==> src/rtl/zeroriscy_ex_ctrl.sv <==
// zeroriscy_ex_ctrl: EX-stage sequencer; one instruction at a time, unit ownership, kill/drain and watchdog.
// Ports: clk/rst_n (async active-low); *_en_i unit requests from ID; ex_kill_i flush;
// *_ready_* unit done strobes; *_result_i unit results; multdiv_en_o/bnn_en_o gated enables;
// unit_kill_o abort pulse; regfile_wdata_ex_o write-back data; ex_ready_o completion;
// ex_busy_o not idle; timeout_o watchdog pulse; owner_o 0=ALU,1=MD,2=LSU,3=BNN.
module zeroriscy_ex_ctrl #(
  parameter int TIMEOUT_CYCLES = 64,
  parameter bit RV32M          = 1
) (
  input  logic        clk,
  input  logic        rst_n,
  input  logic        mult_en_i,
  input  logic        div_en_i,
  input  logic        lsu_en_i,
  input  logic        bnn_en_i,
  input  logic        ex_kill_i,
  input  logic        multdiv_ready_i,
  input  logic        lsu_ready_ex_i,
  input  logic        bnn_ready_i,
  input  logic [31:0] alu_result_i,
  input  logic [31:0] multdiv_result_i,
  input  logic [31:0] bnn_result_i,
  output logic        multdiv_en_o,
  output logic        bnn_en_o,
  output logic        unit_kill_o,
  output logic [31:0] regfile_wdata_ex_o,
  output logic        ex_ready_o,
  output logic        ex_busy_o,
  output logic        timeout_o,
  output logic [1:0]  owner_o
);
  typedef enum logic [1:0] {S_IDLE, S_BUSY, S_DRAIN} state_t;
  localparam logic [7:0] LIM = 8'(TIMEOUT_CYCLES - 1);
  state_t      r_state;
  logic [1:0]  r_owner;
  logic [7:0]  r_cnt;
  logic        w_idle, w_busy, w_md_req, w_rdy, w_tmo, w_zw;
  logic [1:0]  w_sel, w_own;
  logic [31:0] w_res;
  always_comb begin
    w_idle   = r_state == S_IDLE;
    w_busy   = r_state == S_BUSY;
    w_md_req = RV32M && (mult_en_i || div_en_i);
    w_sel    = w_md_req ? 2'd1 : lsu_en_i ? 2'd2 : bnn_en_i ? 2'd3 : 2'd0;
    w_own    = w_idle ? w_sel : r_owner;
    // owner 0 (plain ALU) is always ready
    w_rdy    = w_own == 2'd1 ? multdiv_ready_i :
               w_own == 2'd2 ? lsu_ready_ex_i  :
               w_own == 2'd3 ? bnn_ready_i     : 1'b1;
    w_res    = w_own == 2'd1 ? multdiv_result_i :
               w_own == 2'd3 ? bnn_result_i     : alu_result_i;
    w_tmo    = w_busy && !ex_kill_i && !w_rdy && r_cnt == LIM;
    w_zw     = w_idle && !ex_kill_i && w_rdy && w_sel != 2'd0;
    owner_o            = w_own;
    ex_busy_o          = !w_idle;
    timeout_o          = w_tmo;
    unit_kill_o        = w_busy && (ex_kill_i || w_tmo);
    ex_ready_o         = w_idle ? !ex_kill_i && w_rdy : w_busy && !ex_kill_i && (w_rdy || w_tmo);
    regfile_wdata_ex_o = w_tmo ? 32'd0 : w_res;
    multdiv_en_o       = RV32M && w_own == 2'd1 && ((w_busy && !ex_kill_i) || w_zw);
    bnn_en_o           = w_own == 2'd3 && ((w_busy && !ex_kill_i) || w_zw);
  end
  always_ff @(posedge clk or negedge rst_n) begin
    if (!rst_n) begin
      r_state <= S_IDLE;
      r_owner <= 2'd0;
      r_cnt   <= 8'd0;
    end else if (w_idle) begin
      if (!ex_kill_i && !w_rdy) begin
        r_state <= S_BUSY;
        r_owner <= w_sel;
        r_cnt   <= 8'd0;
      end
    end else if (w_busy) begin
      if (ex_kill_i) begin
        r_state <= w_rdy ? S_IDLE : S_DRAIN;
        r_cnt   <= 8'd0;
      end else if (w_rdy) begin
        r_state <= S_IDLE;
      end else if (r_cnt == LIM) begin
        r_state <= S_DRAIN;
        r_cnt   <= 8'd0;
      end else begin
        r_cnt <= r_cnt + {7'd0, r_cnt != 8'hFF};
      end
    end else begin
      // drain: wait for the killed unit, give up after another full window
      if (w_rdy || r_cnt == LIM) r_state <= S_IDLE;
      else r_cnt <= r_cnt + {7'd0, r_cnt != 8'hFF};
    end
  end
endmodule

==> config.mk <==
export PLATFORM = sky130hd
export DESIGN_NAME = zeroriscy_ex_ctrl
export DESIGN_NICKNAME = d
export VERILOG_FILES = /design/src/rtl/zeroriscy_ex_ctrl.sv
export SDC_FILE = /design/constraint.sdc
export NUM_CORES = 1
export LEC_CHECK = 0
export BUFFER_PORTS_ARGS = -buffer_cell sky130_fd_sc_hd__buf_2
export CAP_MARGIN = 15
export CORE_UTILIZATION = 40
export CTS_BUF_LIST = sky130_fd_sc_hd__clkbuf_16
export DETAILED_ROUTE_END_ITERATION = 10
export GPL_TIMING_DRIVEN = 1
export PLACE_DENSITY_LB_ADDON = 0.1
export SYNTH_ARGS = -nofsm -noshare
export SYNTH_HDL_FRONTEND = slang
export SYNTH_SLANG_ARGS = --single-unit
==> constraint.sdc <==
create_clock -name clk -period 3.2 [get_ports clk]
set_clock_uncertainty 0.2 [all_clocks]
set_input_delay 0.64 -clock clk [delete_from_list [all_inputs] [get_ports clk]]
set_output_delay 0.64 -clock clk [all_outputs]
set_load 0.01 [all_outputs]
==> impl_metrics.csv <==
group,metric,value,unit
route,via_per_inst,5.357,
route,drt_wl_total,6023,um
global_routing,grt_start_max_net_pins,37,
placement,place_inst,415,
critical_path,crit_end,"unit_kill_o",
floorplanning,fp.dieW,68.67,um
timing,min_period,3.130,ns
critical_path,reg2reg_to,"r_owner[1]$_DFFE_PN0P_",
global_routing,grt_pass1_vias,1931,
critical_path,rr_worst_depth,8,
layout,fin_util,68.30,%
critical_path,rr_startpoint,"r_state[1]$_DFFE_PN0P_",
clock_network,cts_hold_buf,0,
critical_path,critPathMaxFanout,7,
global_routing,overflow,0,
timing,fin_hold_ws,0.08069,ns
route,ant_nets,0,
critical_path,worstSetupPathType,"flop to primary output",
critical_path,crit_slowest_cell,"dfrtp_2",
min_path,hp-class,"input port to asynchronous set/reset pin",
critical_path,arrival,2.29,ns
timing,setup_viol,0,
logic_synthesis,synthesis.nets,332,
logic_synthesis,synth-seq-area-share,16.89,%
placement,port_buffers,145,
logic_synthesis,syn_inst,224,
clock_network,clk_pin_slew,0.04,ns
power_and_ir_drop,ir_drop,0.4309,mV
route,routedWlPerCell,14.07,um
placement,finalWeightedCongestion,0.7881,
logic_synthesis,synth_top_area_share,19.14,%
power_and_ir_drop,leakagePower,1.437,nW
logic_synthesis,synth_cell_types,48,
timing,tightest_slew,0.5301,ns
clock_network,cts_buffers,3,
critical_path,crit_chain,"nor2_8, inv_4, o41ai_4, a22oi_2, buf_4, buf_4, or2_1, o21ai_1, buf_2",
route,post-route-drc-count,0,
global_routing,grt_usage,24.47,%
logic_synthesis,synthTopCellsByArea,"mux2i_1 (19%), dfrtp_1 (17%), a211oi_1 (14%)",
critical_path,endpoint_kind,"primary output",
job,cap_violations,0,
critical_path,path_common_cell,"buf_4",
critical_path,required,2.36,ns
floorplanning,die-area,4716,um^2
floorplanning,core,4144,um^2
logic_synthesis,synth_edf_count,0,
layout,drive_gt1_share,50.00,%
route,first_iter_violations,98,
clock_network,cts.sinks,12,
timing,rsz0062_at_grt,"yes",
route,firstDrtPassIters,4,
timing,hold_viol,0,
critical_path,max_stage_delay,0.48,ns
timing,slew_violations,0,
placement,pre_cts_slack,0.1501,ns
logic_synthesis,synthArstFlopShare,100.0,%
global_routing,antenna_found_initial,0,
logic_synthesis,synth_area,1778,um^2
logic_synthesis,synth-main-ff-cell,"dfrtp_1",
layout,layout.cells.non_filler,428,
power_and_ir_drop,total_power,1.636,mW
layout,areaGrowthSynthToFinish,59.18,%
critical_path,r2r_setup_slack,0.60,ns
route,num_vias,2293,
run_status,status,"completed",
layout,fin_nets,487,
critical_path,start_kind,"flop",
logic_synthesis,synthTopCellsByCount,"nor2_1 (41), a211oi_1 (34), mux2i_1 (34)",
clock_network,cts_buffer_depth,2,
logic_synthesis,yosys.area.top_type,"mux2i_1",
logic_synthesis,yosysWarnings,0,
timing,min_period_over_period,97.80,%
logic_synthesis,synth.most_common_cell,"nor2_1",
clock_network,ctsHtreeMaxLevel,1,
clock_network,insertion_delay,0.24,ns
layout,antenna_cells,0,
critical_path,crit_path_start,"r_state[1]$_DFFE_PN0P_",
placement,dp_hpwl,4513,um
floorplanning,start_util,42.90,%
floorplanning,io_pins,146,
power_and_ir_drop,pwr_density_cell,578.0,nW/um^2
global_routing,grt_pass1_wl,8790,um
logic_synthesis,ys_seq_elements,12,
logic_synthesis,synth.avg_cell_area,7.937,um^2
timing,fmaxAchievable,319.5,MHz
clock_network,root_buffer,"clkbuf_16",
clock_network,cts_tree,"done",
timing,slew_headroom,64.59,%
floorplanning,die_y,68.67,um
floorplanning,row_count,23,
timing,layout_setup_ws,0.07025,ns
registers in the layout, summed over array words and instances (netlist names):
name     cells
r_cnt        8
r_owner      2
r_state      2
worst max-delay path: cells and delay by family (launching register included):
kind	cells	cell delay, ns
buf+inv	4	0.50
flops	1	0.48
compound gates	3	0.67
simple gates	2	0.39
area by class of cell:
| cell class | instances | area (um^2) |
|---|---|---|
| clock buffer | 3 | 75.07 |
| clock inverter | 1 | 3.754 |
| fill | 366 | 1314 |
| inverter | 4 | 17.52 |
| multi-input combinational | 191 | 1405 |
| sequential | 12 | 302.8 |
| tap | 50 | 62.56 |
| timing repair buffer | 167 | 963.4 |
cell usage in the layout (no fill, tap or decap), types with 3 or more instances in the layout:
master and n:
a21oi_1 3, dfrtp_1 10, buf_6 4, mux2i_1 34
o21ai_0 5, nand2_1 10, clkbuf_16 3, buf_12 3
nand3_1 3, nor4_1 3, buf_2 145, inv_1 3
a211oi_1 32, nor3_1 5, and2_1 3, buf_4 14
nor2_1 41, o22a_1 5, nand2b_1 4, and3_1 3
nand4_1 3
per-layer routing:
metal  share of wire, %  global-route usage (%)
met1                 43                   31.71
met2                 51                   43.01
met3                5.6                   3.454
met4               0.70                   4.427
met5                  0                       0
kinds of logic (layout without fill, tap and decap cells):
group                      count (synthesis)  after routing  synth area share [%]
AOI/OAI and AO/OA                         66             66                 30.40
adders and majority gates                  2              2                 1.407
buffers and inverters                     21            175                 5.771
DFF                                       12             12                 16.89
muxes                                     36             36                 20.41
and+or+nand+nor                           87             87                 25.12
timing repair:
item,4_1_cts,5_1_grt
pin swaps,2,6
resized for setup,3,12
gates cloned,1,0
hold endpoints to repair,0,0
endpoints found under the setup margin,32,34
buffers inserted,7,1
metrics by stage:
stage	cell area, um^2	setup TNS, ns
after floorplan	1778	0
after global placement	2614	0
after detailed placement	2614	0
after CTS	2779	0
after global routing	2830	-0.1041
final	2830	0
how the worst min path moves through the flow:
stage                                 startpoint                endpoint  cells after the start
final                                      rst_n  r_state[0]$_DFFE_PN0P_                      1
after global routing                       rst_n    r_cnt[0]$_DFFE_PN0P_                      1
after CTS                                  rst_n  r_state[1]$_DFFE_PN0P_                      1
after detailed placement  r_owner[0]$_DFFE_PN0P_  r_owner[0]$_DFFE_PN0P_                      1
after global placement    r_owner[1]$_DFFE_PN0P_  r_owner[1]$_DFFE_PN0P_                      1
after floorplan                            rst_n    r_cnt[0]$_DFFE_PN0P_                      0
power by group:
group | switching, mW | total, mW | internal, mW
Clock | 0.0675 | 0.232 | 0.165
Sequential | 0.0373 | 0.218 | 0.180
Combinational | 0.643 | 1.19 | 0.543
Total | 0.748 | 1.64 | 0.888
(Power assumes the default switching activity.)
